==> config.mk <==
export PLATFORM = sky130hd
export DESIGN_NAME = dbg_host_ctrl
export DESIGN_NICKNAME = d
export VERILOG_FILES = /design/src/rtl/dbg_host_pkg.sv /design/src/rtl/dbg_host_dump_ser.sv /design/src/rtl/dbg_host_ctrl.sv
export SDC_FILE = /design/constraint.sdc
export NUM_CORES = 1
export LEC_CHECK = 0
export ABC_AREA = 1
export ABC_CLOCK_PERIOD_IN_PS = 2100
export BUFFER_PORTS_ARGS = -buffer_cell sky130_fd_sc_hd__buf_2
export CAP_MARGIN = 20
export CORE_AREA = 4 4 414 416
export DETAILED_ROUTE_END_ITERATION = 7
export DIE_AREA = 0 0 418 420
export SYNTH_ARGS = -nofsm -noshare
export SYNTH_HDL_FRONTEND = slang
export SYNTH_SLANG_ARGS = --single-unit
==> constraint.sdc <==
create_clock -name clk -period 2.1 [get_ports clk]
set_clock_uncertainty 0.2 [all_clocks]
set_input_delay 0.105 -clock clk [delete_from_list [all_inputs] [get_ports clk]]
set_output_delay 0.105 -clock clk [all_outputs]
set_load 0.02 [all_outputs]
==> src/rtl/dbg_host_pkg.sv <==
// Shared constants for the host-side debug command initiator: host opcodes,
// status bytes returned to the host, harness command codes and FSM states.
package dbg_host_pkg;

    localparam logic [7:0] OP_LOAD  = 8'h01;
    localparam logic [7:0] OP_RUN   = 8'h02;
    localparam logic [7:0] OP_STEPI = 8'h03;
    localparam logic [7:0] OP_STEPC = 8'h04;
    localparam logic [7:0] OP_DUMP  = 8'h05;

    localparam logic [7:0] RSP_LOAD_OK = 8'hA5;
    localparam logic [7:0] RSP_DONE    = 8'h00;
    localparam logic [7:0] RSP_EXIT    = 8'h01;
    localparam logic [7:0] RSP_TIMEOUT = 8'hEE;
    localparam logic [7:0] RSP_BAD_OP  = 8'hE1;
    localparam logic [7:0] RSP_BAD_LEN = 8'hE2;

    localparam logic [3:0] CMD_IDLE  = 4'd0;
    localparam logic [3:0] CMD_RUN   = 4'd1;
    localparam logic [3:0] CMD_STEPI = 4'd2;
    localparam logic [3:0] CMD_STEPC = 4'd3;

    typedef enum logic [2:0] {
        S_IDLE,
        S_LEN_HI,
        S_LEN_LO,
        S_LOAD,
        S_ISSUE,
        S_WAIT,
        S_RESP,
        S_DUMP
    } state_e;

endpackage

==> src/rtl/dbg_host_dump_ser.sv <==
// Serializes the 32x32 register file as 128 bytes, register 0 first, MSB byte first.
// Latency: first byte valid the cycle after start; one byte per cycle when tx_rdy is high.
// Backpressure: byte_vld/byte_dat hold until tx_rdy; done pulses on the final handshake.
module dbg_host_dump_ser (
    input  logic              clk,
    input  logic              reset_n,
    input  logic              start,
    input  logic [31:0][31:0] reg_dump,
    input  logic              tx_rdy,
    output logic              byte_vld,
    output logic [7:0]        byte_dat,
    output logic              done
);

    logic       active_q, active_d;
    logic [4:0] reg_idx_q, reg_idx_d;
    logic [1:0] byte_idx_q, byte_idx_d;
    logic       fire;
    logic [31:0] word;

    assign fire     = active_q && tx_rdy;
    assign done     = fire && (reg_idx_q == 5'd31) && (byte_idx_q == 2'd3);
    assign byte_vld = active_q;
    assign word     = reg_dump[reg_idx_q];

    always_comb begin
        byte_dat = word[31:24];
        case (byte_idx_q)
            2'd0: byte_dat = word[31:24];
            2'd1: byte_dat = word[23:16];
            2'd2: byte_dat = word[15:8];
            2'd3: byte_dat = word[7:0];
            default: byte_dat = word[31:24];
        endcase
    end

    always_comb begin
        active_d   = active_q;
        reg_idx_d  = reg_idx_q;
        byte_idx_d = byte_idx_q;
        if (start) begin
            active_d   = 1'b1;
            reg_idx_d  = 5'd0;
            byte_idx_d = 2'd0;
        end else if (fire) begin
            byte_idx_d = byte_idx_q + 2'd1;
            if (byte_idx_q == 2'd3) begin
                reg_idx_d = reg_idx_q + 5'd1;
            end
            if (done) begin
                active_d = 1'b0;
            end
        end
    end

    always_ff @(posedge clk or negedge reset_n) begin
        if (!reset_n) begin
            active_q   <= 1'b0;
            reg_idx_q  <= 5'd0;
            byte_idx_q <= 2'd0;
        end else begin
            active_q   <= active_d;
            reg_idx_q  <= reg_idx_d;
            byte_idx_q <= byte_idx_d;
        end
    end

endmodule

==> src/rtl/dbg_host_ctrl.sv <==
// Host byte-stream command initiator for debug_harness: ROM load, RUN/STEPI/STEPC, register dump.
// Latency: opcode accept -> debug_cmd next cycle; payload accept -> ROM write next cycle.
// Backpressure: rx_ready only in IDLE/LEN/LOAD; tx held until tx_ready. DBG_HOST_AUTO_DUMP_EN appends a dump to command status.
module dbg_host_ctrl
    import dbg_host_pkg::*;
#(
    parameter int TIMEOUT_CYCLES = 1_000_000,
    parameter int ROM_BYTES      = 516
) (
    input  logic              clk,
    input  logic              reset_n,
    input  logic              rx_valid,
    input  logic [7:0]        rx_data,
    output logic              rx_ready,
    output logic              tx_valid,
    output logic [7:0]        tx_data,
    input  logic              tx_ready,
    output logic [3:0]        debug_cmd,
    output logic [7:0]        code_rom_data_out,
    output logic [11:0]       code_rom_addr_out,
    output logic              program_rom_mode,
    input  logic              command_complete,
    input  logic              exit_signal,
    input  logic [31:0][31:0] reg_dump
);

    localparam int              TW       = $clog2(TIMEOUT_CYCLES + 1);
    localparam logic [TW-1:0]   TMO_LAST = TW'(TIMEOUT_CYCLES - 1);
    localparam logic [12:0]     ROM_MAX  = 13'(ROM_BYTES);
`ifdef DBG_HOST_AUTO_DUMP_EN
    localparam bit AUTO_DUMP = 1'b1;
`else
    localparam bit AUTO_DUMP = 1'b0;
`endif

    state_e        state_q, state_d;
    logic          rst_done_q;
    logic [3:0]    len_hi_q, len_hi_d;
    logic [11:0]   len_q, len_d;
    logic [11:0]   idx_q, idx_d;
    logic [3:0]    cmd_q, cmd_d;
    logic [TW-1:0] tmo_q, tmo_d;
    logic [7:0]    resp_q, resp_d;
    logic          dump_after_q, dump_after_d;
    logic          rom_we_q, rom_we_d;
    logic [11:0]   rom_addr_q, rom_addr_d;
    logic [7:0]    rom_data_q, rom_data_d;

    logic          rx_fire;
    logic [11:0]   len_n;
    logic          dump_start;
    logic          ser_vld, ser_done;
    logic [7:0]    ser_dat;

    assign rx_ready = rst_done_q && (state_q == S_IDLE || state_q == S_LEN_HI ||
                                     state_q == S_LEN_LO || state_q == S_LOAD);
    assign rx_fire  = rx_valid && rx_ready;
    assign len_n    = {len_hi_q, rx_data};

    assign tx_valid  = (state_q == S_RESP) || (state_q == S_DUMP && ser_vld);
    assign tx_data   = (state_q == S_RESP) ? resp_q :
                       (state_q == S_DUMP) ? ser_dat : 8'h00;
    assign debug_cmd = (state_q == S_ISSUE) ? cmd_q : CMD_IDLE;

    assign program_rom_mode  = rom_we_q;
    assign code_rom_addr_out = rom_addr_q;
    assign code_rom_data_out = rom_data_q;

    always_comb begin
        state_d      = state_q;
        len_hi_d     = len_hi_q;
        len_d        = len_q;
        idx_d        = idx_q;
        cmd_d        = cmd_q;
        tmo_d        = tmo_q;
        resp_d       = resp_q;
        dump_after_d = dump_after_q;
        rom_we_d     = 1'b0;
        rom_addr_d   = rom_addr_q;
        rom_data_d   = rom_data_q;
        dump_start   = 1'b0;
        case (state_q)
            S_IDLE: begin
                dump_after_d = 1'b0;
                if (rx_fire) begin
                    case (rx_data)
                        OP_LOAD:  state_d = S_LEN_HI;
                        OP_RUN:   begin cmd_d = CMD_RUN;   state_d = S_ISSUE; end
                        OP_STEPI: begin cmd_d = CMD_STEPI; state_d = S_ISSUE; end
                        OP_STEPC: begin cmd_d = CMD_STEPC; state_d = S_ISSUE; end
                        OP_DUMP:  begin dump_start = 1'b1; state_d = S_DUMP; end
                        default:  begin resp_d = RSP_BAD_OP; state_d = S_RESP; end
                    endcase
                end
            end
            S_LEN_HI: begin
                if (rx_fire) begin
                    len_hi_d = rx_data[3:0];
                    state_d  = S_LEN_LO;
                end
            end
            S_LEN_LO: begin
                if (rx_fire) begin
                    len_d = len_n;
                    idx_d = 12'd0;
                    if (len_n == 12'd0) begin
                        resp_d  = RSP_LOAD_OK;
                        state_d = S_RESP;
                    end else if ({1'b0, len_n} > ROM_MAX) begin
                        resp_d  = RSP_BAD_LEN;
                        state_d = S_RESP;
                    end else begin
                        state_d = S_LOAD;
                    end
                end
            end
            S_LOAD: begin
                if (rx_fire) begin
                    rom_we_d   = 1'b1;
                    rom_addr_d = idx_q;
                    rom_data_d = rx_data;
                    idx_d      = idx_q + 12'd1;
                    if (idx_q == len_q - 12'd1) begin
                        resp_d  = RSP_LOAD_OK;
                        state_d = S_RESP;
                    end
                end
            end
            S_ISSUE: begin
                tmo_d   = '0;
                state_d = S_WAIT;
            end
            S_WAIT: begin
                // Completion takes priority over a timeout landing on the same cycle.
                if (command_complete) begin
                    resp_d       = exit_signal ? RSP_EXIT : RSP_DONE;
                    dump_after_d = 1'b1;
                    state_d      = S_RESP;
                end else if (tmo_q == TMO_LAST) begin
                    resp_d       = RSP_TIMEOUT;
                    dump_after_d = 1'b0;
                    state_d      = S_RESP;
                end else begin
                    tmo_d = tmo_q + TW'(1);
                end
            end
            S_RESP: begin
                if (tx_ready) begin
                    if (AUTO_DUMP && dump_after_q) begin
                        dump_start = 1'b1;
                        state_d    = S_DUMP;
                    end else begin
                        state_d = S_IDLE;
                    end
                end
            end
            S_DUMP: begin
                if (ser_done) begin
                    state_d = S_IDLE;
                end
            end
            default: state_d = S_IDLE;
        endcase
    end

    always_ff @(posedge clk or negedge reset_n) begin
        if (!reset_n) begin
            state_q      <= S_IDLE;
            rst_done_q   <= 1'b0;
            len_hi_q     <= 4'd0;
            len_q        <= 12'd0;
            idx_q        <= 12'd0;
            cmd_q        <= CMD_IDLE;
            tmo_q        <= '0;
            resp_q       <= 8'h00;
            dump_after_q <= 1'b0;
            rom_we_q     <= 1'b0;
            rom_addr_q   <= 12'd0;
            rom_data_q   <= 8'h00;
        end else begin
            state_q      <= state_d;
            rst_done_q   <= 1'b1;
            len_hi_q     <= len_hi_d;
            len_q        <= len_d;
            idx_q        <= idx_d;
            cmd_q        <= cmd_d;
            tmo_q        <= tmo_d;
            resp_q       <= resp_d;
            dump_after_q <= dump_after_d;
            rom_we_q     <= rom_we_d;
            rom_addr_q   <= rom_addr_d;
            rom_data_q   <= rom_data_d;
        end
    end

    dbg_host_dump_ser u_dump_ser (
        .clk      (clk),
        .reset_n  (reset_n),
        .start    (dump_start),
        .reg_dump (reg_dump),
        .tx_rdy   (tx_ready),
        .byte_vld (ser_vld),
        .byte_dat (ser_dat),
        .done     (ser_done)
    );

endmodule

# Yosys cells after proc, flatten, opt, wreduce, memory -nomap -nowiden
# Index checks and enable logic that the tools add are counted.
# totals
register_bits	93
in_bits	1038
elab_cells	133
# classes
n_addsub	5
n_lt_le_gt_ge	2
eq_ne	30
muxes	50
n_reduce_logical	32
# op_table
op	n
32-bit binary-select mux with 5-bit select	1
8-bit 2-to-1 mux	11
8-bit one-hot mux with 4 select lines	2
20-bit 2-to-1 mux	2
20-bit one-hot mux with 2 select lines	1
3-bit 2-to-1 mux	11
32-bit 2-to-1 mux	1
12-bit 2-to-1 mux	2
12-bit one-hot mux with 2 select lines	1
3-bit one-hot mux with 8 select lines	1
20-bit by 1-bit adder with 20-bit output (second input constant)	1
20-bit equality test (second input constant)	1
2-bit != test (second input constant)	9
8-bit by 2-bit equality test with 1-bit output (second input constant)	2
8-bit by 3-bit equality test with 1-bit output (second input constant)	2
8-bit AND reduction	2
5-bit 2-to-1 mux	3
12-bit by 1-bit adder with 12-bit output (second input constant)	1
12-bit equality test	1
3-bit equality test (second input constant)	4
12-bit by 10-bit > comparator with 1-bit output (second input constant)	1
12-bit logical NOT	1
4-bit one-hot mux with 3 select lines	1
12-bit by 1-bit subtractor with 12-bit output (second input constant)	1
other kinds (27)	56

# Logic depth before layout (Yosys ltp)
# logic_depth
ltp_word	10
mapped_depth	16
ltp_nobuf	15

# Modules after synthesis
# From an unflattened synthesis, not the netlist that was laid out.
# hier_totals
cells_unflattened	3282
hier_area_um2	16384.5
# modules_own_cells
mod	instances	cells_per_inst	area_each_um2	seq_area_each_um2
dbg_host_dump_ser	1	2670	11642.4	200.2
dbg_host_ctrl	1	612	4742.0	2026.9

# Least setup slack after synthesis
# No wires, ideal clock.
# synth_path
kind	reg-to-output
start	reg u_dump_ser.reg_idx_q[0]
end	out tx_data[4]
arrival_time_ns	1.827
required_time_ns	1.795
path_slack_ns	-0.032
path_stages_with_launch	15
path_buffers	5
cell_sequence	dfrtp_1 > buf_6 > inv_4 > buf_8 > buf_8 > buf_8 > buf_6 > nand2_1 > a22oi_1 > nand2_1 > nand3_1 > nand2_1 > nand3_1 > nand2_1 > nor2_1
# synth_between
elab_chain_cells	5
# synth_lines
element	line_no	text
start: declaration	dbg_host_dump_ser.sv:16	logic [4:0] reg_idx_q, reg_idx_d;
start signal: assignment	dbg_host_dump_ser.sv:63	reg_idx_q <= reg_idx_d;
32-bit binary-select mux with 5-bit select	dbg_host_dump_ser.sv:24	assign word = reg_dump[reg_idx_q];
32-bit 2-to-1 mux (not written as such)	dbg_host_dump_ser.sv:24	
8-bit one-hot mux with 4 select lines	dbg_host_dump_ser.sv:28	case (byte_idx_q)
8-bit 2-to-1 mux	dbg_host_ctrl.sv:62	(state_q == S_DUMP) ? ser_dat : 8'h00;
8-bit 2-to-1 mux	dbg_host_ctrl.sv:61	assign tx_data = (state_q == S_RESP) ? resp_q :
end: declaration	dbg_host_ctrl.sv:16	output logic [7:0] tx_data,
# No other way between the ends. The select of a mux whose other input is x is not followed.

# Final worst setup path
# layout_path
start	reg u_dump_ser.reg_idx_q[0]
end	out tx_data[1]
# The elaborated chain is that of the path after synthesis.

==> results by group <==
Synthesis
  • Top post-synthesis cells by area: nand2_1 (28%), nand3_1 (17%), dfrtp_1 (14%)
  • Post-synthesis sequential area ratio: 0.145
  • Mux contribution to synthesized area: 0
  • Synth warn: 0
  • Synth Area in Compound Gates: 0.138
  • Netlist Area Pre-Place: between 15000 and 20000 µm²
  • Area share of fa/ha/maj cells after synthesis: 0.00733
  • Avg Inst Size Synth: approximately 5.0 µm²
  • Synth unique cells: 41
  • XOR/XNOR Fraction of Synth Area: 0.00456
  • Simple-gate area share of the yosys netlist: 0.600
  • Largest family of logic cells by synthesized area: simple AND/OR/NAND/NOR gates
  • Synth Instances: 3093
  • Synth top area share: 0.278
  • Area leader, netlist: nand2_1
  • #FFs+latches synth: just under 90

Floorplanning
  • Die Y: between 400 and 500 µm
  • Initial Util: 0.0919
  • FP Rows: 150
  • Die area: between 150000 and 200000 µm²
  • Top Ports: ~1.1k
  • Die Wd: between 400 and 500 µm
  • Core area: about 170000 µm²

Pwr
  • Worst VDD drop: about 560 µV
  • Lkg Pwr: between 10 and 15 nW
  • Pwr Density: between 1000 and 1500 nW/µm²
  • Power Total: roughly 0.043 W

Worst setup path
  • WS Path Type: flip-flop to primary output
  • Required @ worst endpoint: 1.79 ns
  • CP startpoint kind: flip-flop
  • CP Max Fanout: 27
  • CP most frequent cell: buf_12
  • Critical-path cell list: buf_12 -> buf_16 -> buf_12 -> nor2_2 -> nor2_1 -> o21ai_0 -> a21oi_1 -> nor2_2 -> nand2_1 -> nand3_1 -> nand2_2 -> buf_12 -> o21bai_4 -> nand2_2 -> buf_6
  • Worst setup EP type: primary output
  • Slowest CP cell: dfrtp_4
  • CP peak stage delay: approximately 0.53 ns
  • Critical Path AT: between 2 and 3 ns

Route
  • Via count: approximately 27k
  • Avg WL per Cell: between 20 and 25 µm
  • 1st-iter DRT viols: approximately 3.2k
  • Antenna Nets Post-Route: 0
  • Total Wirelength: 160 mm
  • Drt pass-1 iters: 6
  • Vias per cell: between 4 and 5
  • DRC: 0

STA
  • Worst-margin pin slew: roughly 0.58 ns
  • Final setup viols: 19
  • Hold Violations, Final: 0
  • Setup ws final: -1.16 ns
  • Sum Neg Setup Slack: -10.56 ns
  • Max Slew Vio Count: 0
  • Unrepaired setup endpoints after global routing: yes
  • F_max: between 0.3 and 0.4 GHz
  • Fin crit period: ~3.3 ns
  • Final worst-path cycle share: 1.55
  • Max_slew headroom: 0.615

Global route
  • Vias in the first global route: about 25k
  • Gr ovfl total: 0
  • Total Routing Usage GR: 0.168
  • Largest net degree at the start of global routing: 38
  • First-pass GRT wire length: around 200 mm
  • Initial antenna violation count: about 110

Cells and area
  • Post-route cell area: between 20000 and 30000 µm²
  • Proportion of layout cells with a drive suffix above 1: 0.419
  • Final design utilization: 0.176
  • Most frequent cells in the layout: buf_2 (1059), nand2_1 (1055), nand3_1 (438)
  • Nets: about 5.4k
  • P&R area growth vs syn: 91.5%
  • Commonest non-fill, non-tap cell in the layout: buf_2

Clock network
  • Worst-path clk slew: 0.10 ns
  • Clk sinks: between 80 and 90
  • Bufs on Longest Clock Path: 2
  • Latest clock arrival within the worst-skew pair: ~0.38 ns
  • CTS Buf Count: 9
  • CTS tree: done
  • H-tree depth: 3
  • Root Buffer Master: clkbuf_16

Placement
  • Port bufs: between 1k and 1.5k
  • Dpl hpwl: 133 mm
  • Post-DP Area: approximately 26000 µm²
  • Pre-CTS setup slack: -1.71 ns
  • Gpl congestion: 1.03

Outcome
  • Status: complete, but fails checks
  • Failing checks: setup timing

Hold path
  • Hold crit path type: primary input to async pin

Run
  • Max-Cap Viols: 0
## final timing paths
kind | from | end | slack, ns | cells after the start
worst max-delay path | u_dump_ser.reg_idx_q[0] | tx_data[1] | -1.16 | 15
worst min-delay path | reset_n | len_hi_q[0] | 0.03 | 2
worst max register to register | u_dump_ser.reg_idx_q[0] | state_q[0] | -0.43 | 16
worst min register to register | code_rom_data_out[6] | code_rom_data_out[6] | 0.28 | 2
max in group asynchronous | reset_n | resp_q[1] | 1.12 | 3
min in group clk | rx_data[1] | cmd_q[0] | 0.09 | 5
## per-stage QoR
step / hold WS [ns] / std cells
after global routing: 0.0618 / 6625
after global placement: -0.0932 / 6480
after floorplan: -0.391 / 3094
after CTS: 0.0336 / 6556
after detailed placement: -0.0930 / 6480
final: 0.0288 / 6638
## critical path: cells and delay by family (launching register included)
family | cells | cell delay (ns)
DFF | 1 | 0.53
buffers and inverters | 5 | 0.78
AOI/OAI and AO/OA | 3 | 0.43
and+or+nand+nor | 7 | 0.78
## synthesized netlist by cell type
master and instances:
nand2_1 1136, nand3_1 532, nor2_1 493, o21ai_0 256, inv_1 119, a21oi_1 101, buf_2 99, dfrtp_1 89
clkbuf_1 66, buf_1 32, nor3_1 22, buf_4 18, nand4_1 18, o211ai_1 16, ha_1 9, o21bai_1 8
buf_6 7, inv_2 7, nor2_2 7, a22oi_1 6, o21ai_1 6, xor2_1 6, or2_2 5, a31oi_1 3
buf_8 3, nand2_2 3, nand3b_1 3, o31ai_1 3, conb_1 2, nand2_4 2, nor2_4 2, nor3b_1 2
nor4_1 2, o21a_1 2, xnor2_1 2, a221o_1 1, a22o_1 1, clkinv_1 1, inv_4 1, nor3_2 1
nor4_4 1
## final cells by class
cell class	instances	area [µm²]
antenna	55	138
clock buffer	9	225
clock inverter	7	83.8
fill	19638	138000
inverter	128	541
multi-input combinational	2652	13100
sequential	89	2240
tap	2204	2760
timing repair buffer	1488	10300
timing repair inverter	6	78.8
## what timing repair did
item	in CTS	in global routing
hold endpoints to repair	113	0
endpoints found under the setup margin	20	35
setup buffers	34	19
pin swaps	68	83
hold buffers	12	0
cloned	21	10
resized for setup	394	181
## cell families after synthesis
group           Yosys count
other cells               2
compound gates          403
buf+inv                 353
fa+ha+maj                 9
xor+xnor                  8
flops                    89
simple gates           2229
## routing by layer
metal	vias to the layer above	track usage	part of all wire
met2	1535	0.281	0.48
met4	62	0.0518	0.032
met5	-	0	0.0025
li1	12668	-	-
met1	12734	0.201	0.38
met3	293	0.0605	0.11
## flip-flops by register name (all words and copies together), names as in the netlist
register               cells
u_dump_ser.reg_idx_q       5
u_dump_ser.byte_idx_q      2
code_rom_addr_out         12
idx_q                     12
state_q                    3
len_hi_q                   4
program_rom_mode           1
code_rom_data_out          8
u_dump_ser.byte_vld        1
rst_done_q                 1
tmo_q                     20
cmd_q                      2
len_q                     12
resp_q                     6
## where the power goes
part / switching (W) / internal [W]
combinational: 0.0231 / 0.0149
sequential: 0.000469 / 0.00226
clock: 0.000866 / 0.000856
No activity file was read; power rests on OpenSTA's default activity.
